## config.mk

```make
export PLATFORM = sky130hd
export DESIGN_NAME = io_timer16x2
export DESIGN_NICKNAME = d
export VERILOG_FILES = /design/src/rtl/io_timer16x2_pkg.sv /design/src/rtl/io_pulse_sync.sv /design/src/rtl/io_timer16x2.sv
export SDC_FILE = /design/constraint.sdc
export NUM_CORES = 1
export LEC_CHECK = 0
export BUFFER_PORTS_ARGS = -buffer_cell sky130_fd_sc_hd__buf_2
export CAP_MARGIN = 20
export CORE_MARGIN = 5
export CORE_UTILIZATION = 65
export DETAILED_ROUTE_END_ITERATION = 12
export PLACE_DENSITY_LB_ADDON = 0.3
export SLEW_MARGIN = 20
export SYNTH_ARGS = -nofsm -noshare
export SYNTH_HDL_FRONTEND = slang
export SYNTH_SLANG_ARGS = --single-unit
```

## constraint.sdc

```tcl
create_clock -name clk -period 7.1 [get_ports clk]
set_clock_uncertainty 0.15 [all_clocks]
set_input_delay 1.065 -clock clk [delete_from_list [all_inputs] [get_ports clk]]
set_output_delay 1.065 -clock clk [all_outputs]
set_load 0.05 [all_outputs]
```

## src/rtl/io_timer16x2_pkg.sv

```systemverilog
// rtl/io_timer16x2_pkg.sv - shared register-map constants for the dual 16-bit timer
package io_timer16x2_pkg;
    localparam logic [27:0] TIMER_BASE = 28'hFFFFFC2;

    localparam logic [2:0] OFS_MODE0 = 3'h0;
    localparam logic [2:0] OFS_MODE1 = 3'h2;
    localparam logic [2:0] OFS_INIT0 = 3'h4;
    localparam logic [2:0] OFS_INIT1 = 3'h6;

    localparam int MODE_CNT_BIT    = 0;
    localparam int MODE_RELOAD_BIT = 1;
    localparam int STAT_RUN_BIT    = 15;
endpackage

```

## src/rtl/io_pulse_sync.sv

```systemverilog
// rtl/io_pulse_sync.sv - multi-stage synchronizer with rising-edge strobe
module io_pulse_sync #(
    parameter int SYNC_STAGES = 2
) (
    input  logic clk,
    input  logic rst,
    input  logic pulse_in,
    output logic strobe
);
    logic [SYNC_STAGES-1:0] sync_q, sync_d;
    logic                   prev_q, prev_d;

    always_comb begin
        sync_d    = sync_q;
        sync_d[0] = pulse_in;
        for (int i = 1; i < SYNC_STAGES; i++) begin
            sync_d[i] = sync_q[i-1];
        end
        prev_d = sync_q[SYNC_STAGES-1];
    end

    always_ff @(posedge clk or posedge rst) begin
        if (rst) begin
            sync_q <= '0;
            prev_q <= 1'b0;
        end else begin
            sync_q <= sync_d;
            prev_q <= prev_d;
        end
    end

    assign strobe = sync_q[SYNC_STAGES-1] & ~prev_q;
endmodule

```

## src/rtl/io_timer16x2.sv

```systemverilog
// rtl/io_timer16x2.sv - two-channel 16-bit timer/counter I/O peripheral
module io_timer16x2 #(
    parameter int WIDTH       = 16,
    parameter int SYNC_STAGES = 2
) (
    input  logic             clk,
    input  logic             rst,
    input  logic             cs,
    input  logic [2:0]       addr,
    input  logic             ior,
    input  logic             iow,
    input  logic [WIDTH-1:0] wdata,
    output logic [WIDTH-1:0] rdata,
    input  logic [1:0]       pulse_in,
    output logic [1:0]       cout
);
    import io_timer16x2_pkg::*;

    logic                  rd_en, wr_en;
    logic [2:0]            ofs;
    logic                  unused_addr0;
    logic [1:0][WIDTH-1:0] cnt_all, stat_all;

    assign rd_en        = cs & ior;
    assign wr_en        = cs & iow;
    // byte lane bit is ignored: halfword offsets only
    assign ofs          = {addr[2:1], 1'b0};
    assign unused_addr0 = addr[0];

    for (genvar n = 0; n < 2; n++) begin : g_ch
        localparam logic [2:0] OFS_M = (n == 0) ? OFS_MODE0 : OFS_MODE1;
        localparam logic [2:0] OFS_I = (n == 0) ? OFS_INIT0 : OFS_INIT1;

        logic [1:0]       mode_q, mode_d;
        logic [WIDTH-1:0] init_q, init_d, cnt_q, cnt_d;
        logic             run_q, run_d, cdone_q, cdone_d, tdone_q, tdone_d;
        logic             cout_q, cout_d;
        logic             edge_stb, dec, term, wr_mode, wr_init, rd_stat;

        io_pulse_sync #(.SYNC_STAGES(SYNC_STAGES)) u_sync (
            .clk      (clk),
            .rst      (rst),
            .pulse_in (pulse_in[n]),
            .strobe   (edge_stb)
        );

        assign wr_mode = wr_en & (ofs == OFS_M);
        assign wr_init = wr_en & (ofs == OFS_I);
        assign rd_stat = rd_en & (ofs == OFS_M);

        always_comb begin
            mode_d  = mode_q;
            init_d  = init_q;
            cnt_d   = cnt_q;
            run_d   = run_q;
            cdone_d = cdone_q;
            tdone_d = tdone_q;
            cout_d  = 1'b0;
            // gating at zero keeps the counter from ever wrapping
            dec  = run_q && (cnt_q != '0) && (mode_q[MODE_CNT_BIT] ? edge_stb : 1'b1);
            term = dec && (cnt_q == WIDTH'(1));

            if (rd_stat) begin
                cdone_d = 1'b0;
                tdone_d = 1'b0;
            end
            if (dec) begin
                cnt_d = cnt_q - WIDTH'(1);
            end
            // terminal set is applied after the read-clear so the event survives
            if (term && !wr_mode && !wr_init) begin
                if (mode_q[MODE_RELOAD_BIT]) begin
                    cnt_d = init_q;
                end else begin
                    cnt_d = '0;
                    run_d = 1'b0;
                end
                if (mode_q[MODE_CNT_BIT]) cdone_d = 1'b1;
                else                      tdone_d = 1'b1;
                cout_d = 1'b1;
            end
            if (wr_mode) begin
                mode_d  = wdata[1:0];
                cnt_d   = cnt_q;
                run_d   = 1'b0;
                cdone_d = 1'b0;
                tdone_d = 1'b0;
            end
            if (wr_init) begin
                init_d = wdata;
                cnt_d  = wdata;
                run_d  = (wdata != '0);
            end
        end

        always_ff @(posedge clk or posedge rst) begin
            if (rst) begin
                mode_q  <= '0;
                init_q  <= '0;
                cnt_q   <= '0;
                run_q   <= 1'b0;
                cdone_q <= 1'b0;
                tdone_q <= 1'b0;
                cout_q  <= 1'b0;
            end else begin
                mode_q  <= mode_d;
                init_q  <= init_d;
                cnt_q   <= cnt_d;
                run_q   <= run_d;
                cdone_q <= cdone_d;
                tdone_q <= tdone_d;
                cout_q  <= cout_d;
            end
        end

        always_comb begin
            stat_all[n]               = '0;
            stat_all[n][STAT_RUN_BIT] = run_q;
            stat_all[n][1]            = cdone_q;
            stat_all[n][0]            = tdone_q;
        end

        assign cnt_all[n] = cnt_q;
        assign cout[n]    = cout_q;
    end

    always_comb begin
        rdata = '0;
        if (rd_en) begin
            rdata = addr[2] ? cnt_all[addr[1]] : stat_all[addr[1]];
        end
    end
endmodule

```

# Word level (Yosys, flattened, before mapping)
# Index checks and enable logic that the tools add are counted.
[op_classes]
n_mux = 44
addsub = 2
eq_ne = 9
bitwise = 12
reduce_logical = 26
magnitude_cmp = 1
[ops]
columns = ["operator", "n"]
rows = [
  ["2-to-1 mux 16 bit", 16],
  ["nonzero test 16 bit", 3],
  ["== test 16 x 1 -> 1 bit, second input constant", 2],
  ["subtractor 16 x 1 -> 16 bit, second input constant", 2],
  ["2-to-1 mux 1 bit", 28],
  ["nonzero test 3 bit", 4],
  ["bitwise AND 1 bit", 10],
  ["logical AND 1 bit", 10],
  ["AND reduction 2 bit", 4],
  ["!= test 3 x 1 -> 1 bit, second input constant", 2],
  ["== test 2 bit, second input constant", 2],
  ["logical NOT 1 bit", 4],
  ["!= test 2 x 1 -> 1 bit, second input constant", 2],
  ["logical NOT 3 bit", 1],
  ["== test 2 x 1 -> 1 bit, second input constant", 1],
  ["less-than comparator 1 x 2 -> 1 bit, second input constant", 1],
  ["NOT 1 bit", 2],
]
[word_totals]
register_bits = 82
inputBits = 26
out_inout_bits = 18

# Logic depth before layout (Yosys ltp)
[depth]
depth_word = 10
mapped_depth = 10
mapped_depth_nobuf = 8

# Cells and area by module
# A second synthesis with hierarchy kept.
[unflattened]
cells_unflattened = 576
hier_area_um2 = 4879.7
[by_module_without_submodules]
columns = ["mod", "n_inst", "area_per_inst_um2", "cells_per_inst"]
rows = [
  ["io_timer16x2", 1, 4694.5, 566],
  ["io_pulse_sync", 2, 92.6, 5],
]

# Worst setup path after synthesis
# Ideal clock, no wire load.
[synth_path]
path_type = "input-to-output"
from = "input port addr[1]"
to = "output port rdata[10]"
stages = 5
path_buffers = 3
setup_slack_ns = 2.947
arrival_ns = 2.938
path_cell_list = "clkbuf_1 > clkbuf_1 > clkbuf_1 > mux2i_1 > nor2_1"
[synth_via]
elab_chain_cells = 4
[synth_lines]
columns = ["item", "line", "rtl"]
rows = [
  ["start, declared", "io_timer16x2.sv:9", "input logic [2:0] addr,"],
  ["2-to-1 mux 16 bit (implied by the code) (2 in a row)", "io_timer16x2.sv:130", "rdata = addr[2] ? cnt_all[addr[1]] : stat_all[addr[1]];"],
  ["2-to-1 mux 16 bit", "io_timer16x2.sv:130", ""],
  ["2-to-1 mux 16 bit", "io_timer16x2.sv:129", "if (rd_en) begin"],
  ["end, declared", "io_timer16x2.sv:13", "output logic [WIDTH-1:0] rdata,"],
]
# No other way between the ends. The select of a mux whose other input is x is not followed.

# Worst setup path after layout
[layout_path]
from = "input port addr[1]"
to = "output port rdata[0]"
[layout_via]
elab_chain_cells = 4
word_cells_on_any_way = 6
classes_between = "mux (6)"
[layout_lines]
columns = ["item", "line"]
rows = [
  ["2-to-1 mux 16 bit (implied by the code) (2 in a row)", "io_timer16x2.sv:130"],
  ["2-to-1 mux 16 bit (*)", "io_timer16x2.sv:130"],
  ["2-to-1 mux 16 bit (*)", "io_timer16x2.sv:129"],
]
# Every way passes the cells marked *; elsewhere a longest branch is shown, timed or not. The select of a mux whose other input is x is not followed.

==> impl_metrics.csv <==
group,metric,value,unit
clocking,cts_sinks,82,
sta,setup_violations,0,
setup_path,path_buf_inv,2,
hold_path,worst_hold_path_type,"reg2reg",
sta,final.period_utilization,52.2,%
setup_path,path_class,"in2out",
yosys,synthMuxAreaShare,4.69,%
status,outcome,"finished, final reports clean",
setup_path,worst_r2r_endpoint,"g_ch[0].cnt_q[6]",
setup_path,worstPathCellList,"buf_2 > mux4_2 > nor2b_1 > buf_2",
cells_and_area,drive_gt1_share,13.5,%
cells_and_area,fin_nets,627,
cells_and_area,area_delta_synth_final,7.60,%
yosys,ys_ff_latch,82,
yosys,avgSynthCellArea,8.43,um^2
setup_path,critPathSlowestCell,"mux4_2",
route,first_pass_iters,5,
setup_path,crit_fanout,26,
yosys,synth_edf_count,0,
setup_path,endpoint_kind,"output port",
placement,dp_hpwl,9470,um
yosys,synth.distinct_cells,67,
sta,slew_viol_final,0,
floorplanning,die_area,9390,um^2
yosys,synth_top_family_by_area,"simple AND/OR/NAND/NOR gates",
cells_and_area,antenna_cells,0,
sta,fmax,270,MHz
yosys,yosysTopAreaCell,"dfrtp_1",
clocking,cts_resized,0,
clocking,postCtsHoldBufs,0,
power_and_ir_drop,p_leak,2.30,nW
yosys,synth_common_cells,"129 x nand2_1, 82 x dfrtp_1, 46 x nor2_1, 32 x clkbuf_1, 27 x a21oi_1",
route,drt_iter0_drc,599,
sta,setup-tns-final,0,ps
power_and_ir_drop,seq_power_share,47.7,%
yosys,synth_xor_area_share,1.43,%
clocking,cts_tree,"built",
cells_and_area,final_area,5280,um^2
setup_path,cp_num_cells,4,
power_and_ir_drop,combPwrFrac,32.9,%
floorplanning,core,7290,um^2
yosys,dominantRegCellSynth,"dfrtp_1",
power_and_ir_drop,p_int,931,uW
power_and_ir_drop,vdd_drop_max,150,uV
yosys,netlist.area_leader.share,41.8,%
placement,gp_congestion,0.951,
placement,io_buffers,42,
setup_path,path_delay_family,"buffers and inverters",
setup_path,crit_required,5880,ps
yosys,synth_compound_area_share,19.1,%
global_routing,grt_pass1_wl,22500,um
setup_path,crit_top_cell,"buf_2",
power_and_ir_drop,powerDensity,299,nW/um^2
yosys,synthAdderAreaFrac,1.02,%
setup_path,crit_end,"rdata[0]",
setup_path,reg2reg_setup_slack,3840,ps
power_and_ir_drop,clkPwrFrac,19.4,%
sta,max-slew-margin-rel,27.8,%
yosys,synthSimpleGateAreaFrac,26.9,%
clocking,htree_levels,3,
floorplanning,std_cell_rows,31,
power_and_ir_drop,p_sw,646,uW
power_and_ir_drop,switching_share,41.0,%
setup_path,reg2reg_depth,7,
yosys,yosysSeqAreaShare,41.8,%
clocking,postCtsSetupRepairBufs,0,
floorplanning,initial_utilization,67.3,%
setup_path,crit_path_max_incr_delay,570,ps
setup_path,arrival,2490,ps
sta,fin_crit,3700,ps
route,routed_wirelength,13800,um
yosys,ys_warn_count,0,
setup_path,worstSetupStartpointType,"input port",
clocking,clock_path_buffers,2,
route,drc,0,
route,wl_per_cell,19.7,um
global_routing,grt_pass1_vias,4543,
sta,rsz0062_at_grt,"false",
global_routing,antenna_found_initial,0,
floorplanning,ios,44,
placement,placed_area,5110,um^2
setup_path,critPathLaunch,"addr[1]",
yosys,syn_nets,612,
clocking,cts_buffers,9,
route,postRouteAntennaNets,0,
floorplanning,die_w,96.9,um
floorplanning,fp.dieH,96.9,um
yosys,synth.most_common_cell,"nand2_1",
route,via_per_inst,6.82,
yosys,synthArstFlopShare,100,%
yosys,synthCells,582,
yosys,ys_top_cells_by_area,"dfrtp_1 42%, nand2_1 9.9%, nor2_1 3.5%",
global_routing,grt_max_degree,83,
yosys,syn_area,4910,um^2
job,cap_viol_max_count,0,
clocking,clock_latency,360,ps
setup_path,reg2reg_from,"g_ch[0].cnt_q[0]",
global_routing,grt_usage,29.1,%
clocking,clockRootBuffer,"clkbuf_8",
sta,hold_viol,0,
sta,worst_pin_slew,1080,ps
clocking,cts.reportedPaths.clkPinSlew,70,ps
global_routing,grt.overflow.total,0,
route,num_vias,4779,
cell type report:
cell class | instances | area (um^2)
fillers | 593 | 2010
clock buffers | 11 | 141
well taps | 99 | 124
repair buffers | 48 | 259
multi-input cells | 441 | 2620
flip-flops and latches | 82 | 2050
clock inverters | 5 | 30.0
inverters | 15 | 57.6
power by group through the flow:
stage / clock, mW / sequential (mW) / combinational, mW
2_1_floorplan: 0 / 0.661 / 0.454
3_3_place_gp: 0 / 0.747 / 0.489
3_5_place_dp: 0 / 0.752 / 0.507
4_1_cts: 0.309 / 0.744 / 0.511
5_1_grt: 0.329 / 0.768 / 0.573
6_report: 0.306 / 0.752 / 0.519
stage by stage:
stage                     worst slack, ps  utilization, %  cells  hold WS (ps)  power (mW)
after global routing                 3330            72.4    701           212        1.67
after floorplan                      2950               -    582           181        1.12
after detailed placement             3350            70.0    685           192        1.26
after global placement               3420            70.0    685           195        1.24
after CTS                            3410            72.4    701           209        1.56
final                                3400            72.4    701           206        1.58
how the worst min path moves through the flow:
stage	to	depth (start not counted)	start
floorplan	g_ch[0].u_sync.sync_q[1]	0	g_ch[0].u_sync.sync_q[0]
global placement	g_ch[1].u_sync.sync_q[1]	0	g_ch[1].u_sync.sync_q[0]
detailed placement	g_ch[1].u_sync.sync_q[1]	0	g_ch[1].u_sync.sync_q[0]
CTS	g_ch[1].u_sync.sync_q[1]	0	g_ch[1].u_sync.sync_q[0]
global route	g_ch[1].u_sync.sync_q[1]	0	g_ch[1].u_sync.sync_q[0]
finish	g_ch[1].u_sync.sync_q[1]	0	g_ch[1].u_sync.sync_q[0]
placed cells by master (no fill, tap or decap), types with 3 or more instances in the layout:
cell,synthesis,layout
nor4_1,14,14
nand2b_1,5,5
o211ai_1,10,10
o21ai_0,22,22
inv_1,14,13
mux2i_1,14,14
buf_2,7,42
or4_1,8,8
o31ai_1,7,7
nor2_1,46,46
nor3_1,11,11
a211o_1,4,4
nor2b_1,3,3
buf_4,2,5
o41ai_1,5,5
o22ai_1,3,3
or3_1,6,6
a21oi_1,27,27
nand2_1,129,129
nand3_1,15,15
ha_1,4,4
nand4_1,14,14
xnor2_1,5,5
clkbuf_8,0,10
clkinv_2,0,4
a211oi_1,11,11
a2111o_1,3,3
a31oi_1,11,11
nor3b_1,4,4
dfrtp_1,82,82
a221oi_1,5,5
mux4_2,3,3
and4_1,3,3
xor2_1,3,3
kinds of logic after synthesis:
family                     after synthesis
buffers and inverters                   59
adders and majority gates                4
AOI/OAI and AO/OA                      134
xor gates and xnor gates                 8
DFF                                     82
muxes                                   19
and+or+nand+nor                        276
sequential cells by signal, summed over array words and instances (netlist names):
register / cells
g_ch.cout_q: 2
g_ch.tdone_q: 2
g_ch.run_q: 2
g_ch.mode_q: 4
g_ch.u_sync.prev_q: 2
g_ch.cnt_q: 32
g_ch.init_q: 32
g_ch.u_sync.sync_q: 4
g_ch.cdone_q: 2
per-layer routing:
metal  vias to the layer above  track usage [%]  wire [um]  part of all wire (%)
met4                         0             11.2        484                   3.5
li1                       2153                -          -                     -
met2                       295             44.1       6220                    45
met5                         -                0          0                     0
met3                        46             7.12       1510                    11
met1                      2285             40.3       5580                    40
(Power assumes the default switching activity.)
